## src/rtl/pixel_vram_writer_pkg.sv

```systemverilog
// Shared types and packing constants for the pixel-to-VRAM write path.
// Holds the controller state encoding and the per-mode pixel packing rules.
package pixel_vram_writer_pkg;

    typedef enum logic [2:0] {
        ST_IDLE,
        ST_ACTIVE,
        ST_FLUSH,
        ST_DRAIN,
        ST_DONE
    } state_t;

    localparam int SHIFT_4BPP = 2;
    localparam int SHIFT_8BPP = 1;

    localparam logic [3:0] MASK_4BPP_MSB = 4'b1000;
    localparam logic [3:0] MASK_8BPP_HI  = 4'b1100;
    localparam logic [3:0] MASK_8BPP_LO  = 4'b0011;

    // Leftmost pixel of a word lives in the most significant nibble/byte.
    function automatic logic [3:0] pixel_mask(input logic bpp8, input logic [1:0] x_lo);
        if (bpp8) begin
            return x_lo[0] ? MASK_8BPP_LO : MASK_8BPP_HI;
        end
        return MASK_4BPP_MSB >> x_lo;
    endfunction

endpackage

```

## src/rtl/pixel_vram_writer_if.sv

```systemverilog
// VRAM write-request channel: request held stable until the memory side acks.
interface pixel_vram_writer_if #(
    parameter int ADDRW = 16
);
    logic             wr;
    logic [ADDRW-1:0] addr;
    logic [15:0]      data;
    logic [3:0]       mask;
    logic             ack;

    modport master (output wr, addr, data, mask, input ack);
    modport slave  (input wr, addr, data, mask, output ack);
endinterface

```

## src/rtl/pixel_write_fifo.sv

```systemverilog
// Small synchronous FIFO for merged VRAM write requests; head is shown combinationally.
module pixel_write_fifo #(
    parameter int DEPTH = 4,
    parameter int WIDTH = 20
) (
    input  logic                     clk,
    input  logic                     reset_n_i,
    input  logic                     push,
    input  logic [WIDTH-1:0]         push_data,
    input  logic                     pop,
    output logic [WIDTH-1:0]         pop_data,
    output logic                     empty,
    output logic                     full,
    output logic [$clog2(DEPTH):0]   count
);
    localparam int AW = $clog2(DEPTH);

    logic [WIDTH-1:0] mem [DEPTH];
    logic [AW:0]      wr_ptr;
    logic [AW:0]      rd_ptr;

    assign count    = wr_ptr - rd_ptr;
    assign empty    = (count == '0);
    assign full     = (count == (AW+1)'(DEPTH));
    assign pop_data = mem[rd_ptr[AW-1:0]];

    always_ff @(posedge clk or negedge reset_n_i) begin
        if (!reset_n_i) begin
            wr_ptr <= '0;
            rd_ptr <= '0;
        end else begin
            if (push && !full) wr_ptr <= wr_ptr + 1'b1;
            if (pop && !empty) rd_ptr <= rd_ptr + 1'b1;
        end
    end

    // Storage needs no reset: nothing reads an entry before it is written.
    always_ff @(posedge clk) begin
        if (push && !full) mem[wr_ptr[AW-1:0]] <= push_data;
    end

endmodule

```

## src/rtl/pixel_vram_writer.sv

```systemverilog
// Packs clipped rasterizer pixels into VRAM words, merging neighbours that share a word.
// state  | meaning
// IDLE   | waiting for start_i, config sampled on start
// ACTIVE | accepting pixels while oe_o is high
// FLUSH  | pipeline settles, accumulator pushed to the FIFO
// DRAIN  | waiting for the FIFO to empty through VRAM acks
// DONE   | one-cycle completion pulse
module pixel_vram_writer
    import pixel_vram_writer_pkg::*;
#(
    parameter int CORDW      = 16,
    parameter int ADDRW      = 16,
    parameter int FIFO_DEPTH = 4
) (
    input  logic                    clk,
    input  logic                    reset_n_i,
    input  logic                    bpp8_i,
    input  logic [ADDRW-1:0]        base_i,
    input  logic [ADDRW-1:0]        line_words_i,
    input  logic signed [CORDW-1:0] width_i,
    input  logic signed [CORDW-1:0] height_i,
    input  logic [7:0]              color_i,
    input  logic                    start_i,
    input  logic signed [CORDW-1:0] x_i,
    input  logic signed [CORDW-1:0] y_i,
    input  logic                    drawing_i,
    input  logic                    shape_done_i,
    output logic                    oe_o,
    pixel_vram_writer_if.master     vram,
    output logic                    busy_o,
    output logic                    done_o
);
    localparam int CW = $clog2(FIFO_DEPTH) + 1;
    localparam int FW = ADDRW + 4;

    state_t state, state_nxt;

    logic                    bpp8_r;
    logic [ADDRW-1:0]        base_r, lw_r;
    logic signed [CORDW-1:0] width_r, height_r;
    logic [15:0]             data_r;

    logic             s1_valid;
    logic [ADDRW-1:0] s1_addr;
    logic [3:0]       s1_mask;
    logic             acc_valid;
    logic [ADDRW-1:0] acc_addr;
    logic [3:0]       acc_mask;

    logic          fifo_push, fifo_empty, fifo_full;
    logic [FW-1:0] fifo_head;
    logic [CW-1:0] fifo_count;

    logic                     accept, in_clip;
    logic [CORDW+ADDRW-1:0]   y_prod;
    logic [CORDW-1:0]         x_word;
    logic [ADDRW-1:0]         pix_addr;
    logic                     acc_load, acc_merge, acc_clear;

    // Two slots of headroom cover the pixels still in stage 1 and the accumulator.
    assign oe_o   = (state == ST_ACTIVE) && (fifo_count <= CW'(FIFO_DEPTH - 2));
    assign accept = (state == ST_ACTIVE) && drawing_i && oe_o;
    assign in_clip = !x_i[CORDW-1] && !y_i[CORDW-1] && (x_i < width_r) && (y_i < height_r);

    always_comb begin
        y_prod   = (CORDW+ADDRW)'($unsigned(y_i)) * (CORDW+ADDRW)'(lw_r);
        x_word   = bpp8_r ? ($unsigned(x_i) >> SHIFT_8BPP) : ($unsigned(x_i) >> SHIFT_4BPP);
        pix_addr = base_r + y_prod[ADDRW-1:0] + ADDRW'(x_word);
    end

    always_comb begin
        acc_load  = 1'b0;
        acc_merge = 1'b0;
        acc_clear = 1'b0;
        fifo_push = 1'b0;
        if (s1_valid) begin
            if (acc_valid && (s1_addr == acc_addr)) begin
                acc_merge = 1'b1;
            end else begin
                fifo_push = acc_valid;
                acc_load  = 1'b1;
            end
        end else if ((state == ST_FLUSH) && acc_valid && !fifo_full) begin
            fifo_push = 1'b1;
            acc_clear = 1'b1;
        end
    end

    always_ff @(posedge clk or negedge reset_n_i) begin
        if (!reset_n_i) begin
            state <= ST_IDLE;
        end else begin
            state <= state_nxt;
        end
    end

    always_comb begin
        state_nxt = state;
        case (state)
            ST_IDLE:   if (start_i) state_nxt = ST_ACTIVE;
            ST_ACTIVE: if (shape_done_i) state_nxt = ST_FLUSH;
            ST_FLUSH:  if (!s1_valid && (!acc_valid || !fifo_full)) state_nxt = ST_DRAIN;
            ST_DRAIN:  if (fifo_empty) state_nxt = ST_DONE;
            ST_DONE:   state_nxt = ST_IDLE;
            default:   state_nxt = ST_IDLE;
        endcase
    end

    always_ff @(posedge clk or negedge reset_n_i) begin
        if (!reset_n_i) begin
            bpp8_r    <= 1'b0;
            base_r    <= '0;
            lw_r      <= '0;
            width_r   <= '0;
            height_r  <= '0;
            data_r    <= '0;
            s1_valid  <= 1'b0;
            s1_addr   <= '0;
            s1_mask   <= '0;
            acc_valid <= 1'b0;
            acc_addr  <= '0;
            acc_mask  <= '0;
        end else begin
            if ((state == ST_IDLE) && start_i) begin
                bpp8_r   <= bpp8_i;
                base_r   <= base_i;
                lw_r     <= line_words_i;
                width_r  <= width_i;
                height_r <= height_i;
                data_r   <= bpp8_i ? {2{color_i}} : {4{color_i[3:0]}};
            end
            s1_valid <= accept && in_clip;
            s1_addr  <= pix_addr;
            s1_mask  <= pixel_mask(bpp8_r, x_i[1:0]);
            if (acc_load) begin
                acc_valid <= 1'b1;
                acc_addr  <= s1_addr;
                acc_mask  <= s1_mask;
            end else if (acc_merge) begin
                acc_mask <= acc_mask | s1_mask;
            end else if (acc_clear) begin
                acc_valid <= 1'b0;
            end
        end
    end

    pixel_write_fifo #(
        .DEPTH (FIFO_DEPTH),
        .WIDTH (FW)
    ) u_fifo (
        .clk       (clk),
        .reset_n_i (reset_n_i),
        .push      (fifo_push),
        .push_data ({acc_addr, acc_mask}),
        .pop       (vram.wr && vram.ack),
        .pop_data  (fifo_head),
        .empty     (fifo_empty),
        .full      (fifo_full),
        .count     (fifo_count)
    );

    assign vram.wr   = !fifo_empty;
    assign vram.addr = fifo_empty ? '0 : fifo_head[FW-1:4];
    assign vram.mask = fifo_empty ? '0 : fifo_head[3:0];
    assign vram.data = fifo_empty ? '0 : data_r;

    assign busy_o = (state != ST_IDLE) && (state != ST_DONE);
    assign done_o = (state == ST_DONE);

endmodule
```

## src/flat_wrapper.sv

```systemverilog
// flat-port wrapper written by rule: the top's interface ports become plain ports
module pixel_vram_writer_flat import pixel_vram_writer_pkg::*;
#(
    parameter int CORDW      = 16,
    parameter int ADDRW      = 16,
    parameter int FIFO_DEPTH = 4
)
  (clk, reset_n_i, bpp8_i, base_i, line_words_i, width_i, height_i, color_i, start_i, x_i, y_i, drawing_i, shape_done_i, oe_o, busy_o, done_o, vram_wr, vram_addr, vram_data, vram_mask, vram_ack);
  pixel_vram_writer_if #(.ADDRW(ADDRW)) vram_i ();
  input  logic clk;
  input  logic reset_n_i;
  input  logic bpp8_i;
  input  logic [ADDRW-1:0] base_i;
  input  logic [ADDRW-1:0] line_words_i;
  input  logic signed [CORDW-1:0] width_i;
  input  logic signed [CORDW-1:0] height_i;
  input  logic [7:0] color_i;
  input  logic start_i;
  input  logic signed [CORDW-1:0] x_i;
  input  logic signed [CORDW-1:0] y_i;
  input  logic drawing_i;
  input  logic shape_done_i;
  output logic oe_o;
  output logic busy_o;
  output logic done_o;
  output wire logic [$bits(vram_i.wr)-1:0] vram_wr;
  output wire logic [$bits(vram_i.addr)-1:0] vram_addr;
  output wire logic [$bits(vram_i.data)-1:0] vram_data;
  output wire logic [$bits(vram_i.mask)-1:0] vram_mask;
  input wire logic [$bits(vram_i.ack)-1:0] vram_ack;
  assign vram_wr = vram_i.wr;
  assign vram_addr = vram_i.addr;
  assign vram_data = vram_i.data;
  assign vram_mask = vram_i.mask;
  assign vram_i.ack = vram_ack;
  pixel_vram_writer #(.CORDW(CORDW), .ADDRW(ADDRW), .FIFO_DEPTH(FIFO_DEPTH)) u_core (.clk(clk), .reset_n_i(reset_n_i), .bpp8_i(bpp8_i), .base_i(base_i), .line_words_i(line_words_i), .width_i(width_i), .height_i(height_i), .color_i(color_i), .start_i(start_i), .x_i(x_i), .y_i(y_i), .drawing_i(drawing_i), .shape_done_i(shape_done_i), .oe_o(oe_o), .vram(vram_i), .busy_o(busy_o), .done_o(done_o));
endmodule
```

## config.mk

```make
export PLATFORM = sky130hd
export DESIGN_NAME = pixel_vram_writer_flat
export DESIGN_NICKNAME = d
export VERILOG_FILES = /design/src/rtl/pixel_vram_writer_pkg.sv /design/src/rtl/pixel_vram_writer_if.sv /design/src/rtl/pixel_write_fifo.sv /design/src/rtl/pixel_vram_writer.sv /design/src/flat_wrapper.sv
export SDC_FILE = /design/constraint.sdc
export NUM_CORES = 1
export LEC_CHECK = 0
export ABC_AREA = 1
export CORE_UTILIZATION = 35
export DETAILED_ROUTE_END_ITERATION = 12
export PLACE_DENSITY_LB_ADDON = 0.3
export SLEW_MARGIN = 10
export SYNTH_ARGS = -nofsm -noshare
export SYNTH_HDL_FRONTEND = slang
export SYNTH_SLANG_ARGS = --single-unit
```

## constraint.sdc

```tcl
create_clock -name clk -period 6.5 [get_ports clk]
set_clock_uncertainty 0.1 [all_clocks]
set_input_delay 0.975 -clock clk [delete_from_list [all_inputs] [get_ports clk]]
set_output_delay 0.975 -clock clk [all_outputs]
set_load 0.03 [all_outputs]
```

==> Word-level counts from Yosys, hierarchy flattened <==
Memories as Yosys holds them, arrays and structs flattened.
Cells that the tools add are included.
{ "word_totals": {"regBits": 132, "mem_bits_rw": 80, "input_bits": 111, "elab_cells": 98, "mem_count": 1} }
{ "memory_table": {"columns": ["name", "depth", "width", "read_ports", "rd_ports_with_merged_regs", "write_ports", "line_no", "text"], "rows": [
  ["u_core.u_fifo.mem", 4, 20, 1, 0, 1, "pixel_write_fifo.sv:18", "logic [WIDTH-1:0] mem [DEPTH];"]
]} }
{ "classes": {"addsub": 5, "mul": 1, "order_cmp": 3, "n_eq_ne": 12, "n_shift": 1, "mux": 29, "bitwise": 1, "n_reduce_logical": 30} }
{ "ops": {"columns": ["cell", "count"], "rows": [
  ["16-bit 2-to-1 mux", 3],
  ["16-bit adder", 2],
  ["16-bit less-than comparator", 2],
  ["4-bit 2-to-1 mux", 6],
  ["16-bit equality test", 1],
  ["1-bit logical AND", 16],
  ["16-bit by 16-bit multiplier with 16-bit output", 1],
  ["15-bit 2-to-1 mux", 1],
  ["1-bit 2-to-1 mux", 14],
  ["3-bit 2-to-1 mux", 4],
  ["3-bit case mux with 4 select lines", 1],
  ["3-bit by 1-bit adder with 3-bit output, second input constant", 2],
  ["3-bit by 2-bit equality test with 1-bit output, second input constant", 2],
  ["3-bit equality test, second input constant", 2],
  ["1-bit logical NOT", 6],
  ["3-bit logical NOT", 2],
  ["2-bit != test, second input constant", 3],
  ["2-bit by 1-bit != test with 1-bit output, second input constant", 2],
  ["4-bit OR", 1],
  ["4-bit AND reduction", 1],
  ["2-bit nonzero test", 2],
  ["4-bit by 2-bit right shift with 4-bit output, first input constant", 1],
  ["3-bit by 1-bit equality test with 1-bit output, second input constant", 1],
  ["3-bit by 2-bit less-or-equal comparator with 1-bit output, second input constant", 1],
  ["5 further kinds", 5]
]} }

==> Depth between registers and ports, before layout <==
Gate-level depths: netlist of the first run.
{ "depth": {"depth_word": 9, "depth_mapped": 29} }

==> Cells and area by module <==
A second synthesis of the first run with hierarchy kept.
{ "unflattened": {"hier_cells": 1649, "area_unflattened_um2": 14213.6} }
{ "modules_own_cells": {"columns": ["mod", "n_inst", "cells_per_inst", "area_each_um2", "seq_area_each_um2"], "rows": [
  ["pixel_vram_writer", 1, 1387, 10784.1, 2952.8],
  ["pixel_write_fifo", 1, 262, 3429.5, 2552.4]
]} }

==> Worst setup path before layout of the first run <==
Ideal clock, no wire load.
{ "synth_path": {"kind": "input to register", "from": "input y_i[7]", "to": "register u_core.s1_addr[12]", "arrival_time_ps": 5216, "t_required_ps": 6320, "slack_ps": 1104, "path_stages": 20, "n_path_buf": 1, "cell_sequence": "buf_2 > nand2_1 > inv_1 > fa_1 > inv_1 > fa_1 > inv_1 > ha_1 > fa_1 > fa_1 > inv_1 > fa_1 > inv_1 > ha_1 > a21oi_1 > o21ai_0 > a21o_1 > a21o_1 > a21oi_1 > xnor2_1"} }
{ "synth_via": {"elab_chain_cells": 3} }
{ "synth_lines": {"columns": ["element", "line_no", "text"], "rows": [
  ["start: declaration", "flat_wrapper.sv:20", "input logic signed [CORDW-1:0] y_i;"],
  ["16-bit by 16-bit multiplier with 16-bit output", "pixel_vram_writer.sv:66", "y_prod = (CORDW+ADDRW)'($unsigned(y_i)) * (CORDW+ADDRW)'(lw_r);"],
  ["16-bit adder (2 in series)", "pixel_vram_writer.sv:68", "pix_addr = base_r + y_prod[ADDRW-1:0] + ADDRW'(x_word);"],
  ["named net u_core.pix_addr[12]", "pixel_vram_writer.sv:57", "logic [ADDRW-1:0] pix_addr;"],
  ["end signal: assignment", "pixel_vram_writer.sv:133", "s1_addr <= pix_addr;"],
  ["end: declaration", "pixel_vram_writer.sv:44", "logic [ADDRW-1:0] s1_addr;"]
]} }
The timed path passes the listed nets, and every way through them passes these cells.
A chain may end at the register's enable or synchronous reset.

==> Worst setup path in the final report of the first run <==
{ "layout_path": {"from": "input y_i[4]", "to": "register u_core.s1_addr[12]"} }
The elaborated chain is that of the path after synthesis.

==> impl_metrics.env, run 1 <==
export IMPL_drive_gt1_share_pct=4.53
export IMPL_synth_edf_count=80
export IMPL_synth_area_leaders="dfrtp_1, edfxtp_1, fa_1"
export IMPL_synth_most_common_cell="nand2_1"
export IMPL_gp_congestion=0.832
export IMPL_cts_tree="yes"
export IMPL_yosysSeqAreaShare_pct=38.4
export IMPL_totalWireLength_mm=33.4
export IMPL_syn_nets=1989
export IMPL_num_antenna_cells=0
export IMPL_cts_made_buffers=24
export IMPL_grt_pass1_wl_mm=54.9
export IMPL_first_pass_iters=5
export IMPL_drtIter0Drc=536
export IMPL_grt_pass1_vias=11000
export IMPL_cts_max_path_buffers=3
export IMPL_path_class="input port to register"
export IMPL_period_minus_slack_ns=5.73
export IMPL_initial_core_util_pct=35.7
export IMPL_rsz0062_at_grt="false"
export IMPL_nets=2120
export IMPL_tns_ns=0
export IMPL_dp_cells=2312
export IMPL_hold_class="register to register"
export IMPL_cp_required_ns=6.86
export IMPL_mappedNetlistArea_sq_mm=0.0143
export IMPL_drt_vias_per_instance=4.57
export IMPL_clockRootBuffer="clkbuf_16"
export IMPL_cts_htree_levels=1
export IMPL_die_height_um=204
export IMPL_post_place_ws_ns=0.240
export IMPL_ys_ff_latch=204
export IMPL_clk_latency_ns=0.54
export IMPL_clock_sinks=204
export IMPL_max_freq_ghz=0.174
export IMPL_synth_ff_type="dfrtp_1"
export IMPL_groute_usage_overall_pct=16.4
export IMPL_ant_nets=0
export IMPL_core_area_sq_mm=0.0401
export IMPL_finalMaxSlewViolations=0
export IMPL_holdBufCountCts=0
export IMPL_dp_hpwl_mm=25.1
export IMPL_yosys_top_cells_count="nand2_1, inv_1, dfrtp_1"
export IMPL_port_buffers=150
export IMPL_synth_top_area_share_pct=21.7
export IMPL_dieWidth_um=204
export IMPL_grt_max_degree=108
export IMPL_clk_pin_slew_ns=0.06
export IMPL_cts_setup_buffers=0
export IMPL_fin_crit_sh_pct=88.2
export IMPL_dieArea_sq_mm=0.0418
export IMPL_regArea_sq_mm=0.00551
export IMPL_io_pins=151
export IMPL_hold_viol=0
export IMPL_cts_resized=0
export IMPL_finalSetupViolCount=0
export IMPL_area_delta_synth_final_pct=19.4
export IMPL_fin_cells=2356
export IMPL_synth_avg_cell_area_sq_um=8.52
export IMPL_synth_cell_types=43
export IMPL_maxCapViolCount=0
export IMPL_route_detailed_drc=0
export IMPL_yosys_warnings=0
export IMPL_cp_start_kind="input port"
export IMPL_slew_headroom_pct=29.3
export IMPL_num_fill_cells=3963
export IMPL_yosysTopAreaCell="dfrtp_1"
export IMPL_end_kind="register"
export IMPL_fin_ws_ns=0.769
export IMPL_rows=73
export IMPL_worst_path_max_fanout=10
export IMPL_antenna_found_initial=0
export IMPL_cp_arrival_ns=6.09
export IMPL_status="complete, no violations"
export IMPL_worst_slew_pin_slew_ns=1.05
export IMPL_ys_async_sr_fraction_pct=60.8
export IMPL_multiInputGateArea_sq_mm=0.00703
export IMPL_synthCells=1682
export IMPL_wl_per_cell_um=14.2
export IMPL_vias=10800
export IMPL_overflow=0
## through the flow
| stage | utilization (%) | instance area (sq um) | hold WS, ns |
|---|---|---|---|
| final | 42.7 | 17100 | 0.368 |
| after global routing | 42.7 | 17100 | 0.404 |
| after CTS | 42.7 | 17100 | 0.374 |
| after detailed placement | 40.7 | 16300 | 0.359 |
| after global placement | 40.7 | 16300 | 0.355 |
| after floorplan | - | 14300 | 0.342 |
## registers in the layout, indices dropped and copies added, names as in the netlist
signal,count
u_core.acc_addr,16
u_core.acc_mask,4
u_core.acc_valid,1
u_core.base_r,16
u_core.bpp8_r,1
u_core.data_r,8
u_core.height_r,16
u_core.lw_r,16
u_core.s1_addr,16
u_core.s1_mask,4
u_core.s1_valid,1
u_core.state,3
u_core.u_fifo.mem,80
u_core.u_fifo.rd_ptr,3
u_core.u_fifo.wr_ptr,3
u_core.width_r,16
## cell type report
class | instances | area share (%)
multi-input combinational | 1020 | 41.1
sequential | 204 | 32.2
timing repair buffer | 172 | 9.72
inverter | 391 | 8.58
tap | 525 | 3.84
clock buffer | 27 | 3.57
clock inverter | 17 | 1.07
## layer usage
layer / GRT usage [%] / part of all wire (%) / wire length, um / vias to the layer above
met4: 4.18 / 2.3 / 767 / 0
met1: 20.7 / 44 / 14600 / 5160
met5: 0 / 0 / 0 / -
met2: 29.0 / 49 / 16400 / 230
li1: - / - / - / 5328
met3: 2.71 / 4.7 / 1570 / 49
## worst max-delay path, stage by stage
cell	delay, ns
clkdlybuf4s50_1	0.84
buf_4	0.23
nand2_1	0.05
inv_1	0.08
fa_1	0.44
fa_1	0.49
ha_1	0.20
fa_1	0.48
inv_1	0.06
fa_1	0.44
fa_1	0.51
inv_1	0.04
ha_1	0.33
a21oi_1	0.15
o21ai_0	0.11
a21o_1	0.19
a21o_1	0.16
a21oi_1	0.16
xnor2_1	0.13
## layout by cell type, fill, tap and decap left out, types with 3 or more instances in the layout
master	n
o21ai_1	4
dfrtp_1	124
xnor2_1	26
nand2_2	5
clkinv_1	3
a2bb2oi_1	3
inv_1	384
nand4_1	6
clkdlybuf4s50_1	149
nand3_1	30
xor2_1	12
fa_1	109
a21oi_1	30
inv_2	4
o21ai_0	97
nand2_1	484
nor3_1	4
clkinv_2	9
clkbuf_16	24
a22o_1	4
clkbuf_1	3
bufinv_16	3
nor2_1	73
edfxtp_1	80
a21o_1	5
o22ai_1	20
buf_4	23
ha_1	87
## final timing paths
path | start | depth (start not counted) | slack [ns] | to
min reg2reg | u_core.data_r[7]$_DFFE_PN0P_ | 2 | 0.37 | u_core.data_r[7]$_DFFE_PN0P_
max reg2reg | u_core.bpp8_r$_DFFE_PN0P_ | 19 | 1.11 | u_core.s1_addr[13]$_DFF_PN0_
min | u_core.data_r[7]$_DFFE_PN0P_ | 2 | 0.37 | u_core.data_r[7]$_DFFE_PN0P_
min in group asynchronous | reset_n_i | 1 | 0.42 | u_core.height_r[14]$_DFFE_PN0P_
max in group asynchronous | reset_n_i | 2 | 4.47 | u_core.state[1]$_DFFE_PN0P_
max | y_i[4] | 19 | 0.77 | u_core.s1_addr[12]$_DFF_PN0_
## kinds of logic after synthesis
group | Yosys count | share of synthesized area [%]
buffers and inverters | 458 | 12.6
AOI/OAI and AO/OA | 174 | 6.78
adders and majority gates | 196 | 22.8
xor gates and xnor gates | 38 | 2.32
and+or+nand+nor | 612 | 17.1
DFF | 204 | 38.4
Power of run 1 is left out: the tool's default activity adds up to more than one toggle a clock period on the data nets, which glitch-free logic cannot reach.
==> inputs of run 2 (changes only) <==
--- a/config.mk
+++ b/config.mk
@@ -8,6 +8,7 @@
 export ABC_AREA = 1
 export CORE_UTILIZATION = 35
 export DETAILED_ROUTE_END_ITERATION = 12
+export GPL_TIMING_DRIVEN = 1
 export PLACE_DENSITY_LB_ADDON = 0.3
 export SLEW_MARGIN = 10
 export SYNTH_ARGS = -nofsm -noshare
==> results of run 2 <==
Same layout as run 1: the final DEF is identical, and so are final timing and power.
Power of run 2 is left out for the same reason.
==> inputs of run 3 (changes only) <==
--- a/config.mk
+++ b/config.mk
@@ -6,7 +6,8 @@
 export NUM_CORES = 1
 export LEC_CHECK = 0
 export ABC_AREA = 1
-export CORE_UTILIZATION = 35
+export CORE_MARGIN = 2
+export CORE_UTILIZATION = 55
 export DETAILED_ROUTE_END_ITERATION = 12
 export GPL_TIMING_DRIVEN = 1
 export PLACE_DENSITY_LB_ADDON = 0.3
==> impl_metrics.env, run 3 (synthesis gave the netlist of run 1 again) <==
export IMPL_layout_cells_most_common_list="nand2_1, inv_1, clkdlybuf4s50_1, dfrtp_1, fa_1"
export IMPL_finalSetupViolCount=0
export IMPL_dieWidth_um=165
export IMPL_crit_buf_inv=6
export IMPL_hold_viol=0
export IMPL_core_area_sq_mm=0.0258
export IMPL_drtIter0Drc=608
export IMPL_period_minus_slack_ns=5.78
export IMPL_cts_max_path_buffers=3
export IMPL_clockRootBuffer="clkbuf_16"
export IMPL_worst_path_max_fanout=13
export IMPL_area_delta_synth_final_pct=17.3
export IMPL_slowest_delay_ns=0.77
export IMPL_final_common_cell="nand2_1"
export IMPL_initial_core_util_pct=55.5
export IMPL_status="complete, no violations"
export IMPL_fin_crit_sh_pct=88.9
export IMPL_cp_arrival_ns=6.11
export IMPL_drt_vias_per_instance=5.02
export IMPL_die_height_um=165
export IMPL_groute_usage_overall_pct=23.4
export IMPL_route_detailed_drc=0
export IMPL_holdBufCountCts=0
export IMPL_path_class="input port to register"
export IMPL_worst_slew_pin_slew_ns=1.15
export IMPL_cts_tree="yes"
export IMPL_drive_gt1_share_pct=3.84
export IMPL_cp_required_ns=6.84
export IMPL_multiInputGateArea_sq_mm=0.00703
export IMPL_regArea_sq_mm=0.00551
export IMPL_grt_pass1_vias=10800
export IMPL_rsz0062_at_grt="false"
export IMPL_port_buffers=150
export IMPL_cts_made_buffers=24
export IMPL_overflow=0
export IMPL_slew_headroom_pct=23.5
export IMPL_slowest_stage="clkdlybuf4s50_1"
export IMPL_first_pass_iters=5
export IMPL_largest_reg_flops=80
export IMPL_critical_path_cell_chain="clkdlybuf4s50_1, nand2_1, inv_1, fa_1, inv_1, fa_1, inv_1, ha_1, fa_1, fa_1, inv_1, fa_1, inv_1, ha_1, a21oi_1, o21ai_0, a21o_1, a21o_1, a21oi_1, xnor2_1"
export IMPL_cts_setup_buffers=0
export IMPL_num_antenna_cells=0
export IMPL_dieArea_sq_mm=0.0274
export IMPL_vias=10800
export IMPL_io_pins=151
export IMPL_tns_ns=0
export IMPL_grt_max_degree=108
export IMPL_gp_congestion=0.858
export IMPL_dp_hpwl_mm=23.5
export IMPL_cts_htree_levels=1
export IMPL_cp_start_kind="input port"
export IMPL_finalMaxSlewViolations=0
export IMPL_ant_nets=0
export IMPL_nets=2110
export IMPL_clk_pin_slew_ns=0.05
export IMPL_hold_class="register to register"
export IMPL_antenna_found_initial=1
export IMPL_max_freq_ghz=0.173
export IMPL_clk_latency_ns=0.52
export IMPL_grt_pass1_wl_mm=50.8
export IMPL_totalWireLength_mm=30.8
export IMPL_cp_top_family="adder cells"
export IMPL_cts_resized=0
export IMPL_end_kind="register"
export IMPL_clock_sinks=204
export IMPL_num_fill_cells=2143
export IMPL_wl_per_cell_um=14.3
export IMPL_maxCapViolCount=0
export IMPL_rows=59
run 3: cell count changes in the layout (fill, tap and decap cells not counted), sizes merged:
cell,change
clkbuf,+5
buf,-10
clkinv,-7
inv,+1
clkinvlp,+1
run 3: area by class of cell:
type,count,area share (%)
multi-input cells,1020,41.8
clock buffers,32,3.81
inverters,391,8.74
repair buffers,162,9.46
clock inverters,12,0.916
flip-flops and latches,204,32.8
well taps,335,2.49
run 3: metal layers:
layer	part of all wire, %	GRT usage (%)
met1	40	29.1
met2	51	41.7
met3	5.3	3.52
met4	3.4	8.11
met5	0	0
run 3: per-stage QoR:
step | area, sq um | util [%] | hold slack (ns) | std cells | setup WS [ns]
floorplan | 14300 | - | 0.342 | 1682 | 1.10
global placement | 16000 | 62.0 | 0.357 | 2112 | 0.302
detailed placement | 16000 | 62.0 | 0.359 | 2112 | 0.195
CTS | 16800 | 65.0 | 0.374 | 2156 | 0.728
global route | 16800 | 65.0 | 0.407 | 2156 | 0.507
finish | 16800 | 65.0 | 0.376 | 2156 | 0.725
run 3: path summary, 6_finish.rpt:
path / endpoint / slack [ns] / cells after the start / startpoint
max in group asynchronous: u_core.width_r[2]$_DFFE_PN0P_ / 4.52 / 2 / reset_n_i
worst max-delay path: u_core.s1_addr[12]$_DFF_PN0_ / 0.72 / 20 / y_i[4]
worst min-delay path: u_core.width_r[0]$_DFFE_PN0P_ / 0.38 / 2 / u_core.width_r[0]$_DFFE_PN0P_
worst max register to register: u_core.s1_addr[15]$_DFF_PN0_ / 1.08 / 19 / u_core.bpp8_r$_DFFE_PN0P_
worst min register to register: u_core.width_r[0]$_DFFE_PN0P_ / 0.38 / 2 / u_core.width_r[0]$_DFFE_PN0P_
min in group asynchronous: u_core.lw_r[14]$_DFFE_PN0P_ / 0.41 / 1 / reset_n_i
run 3: tightest hold or removal path: cells and delay by family, from the launching register on:
kind	cells	cell delay (ns)
simple gates	2	0.11
flops	1	0.34
Power of run 3 is left out for the same reason.
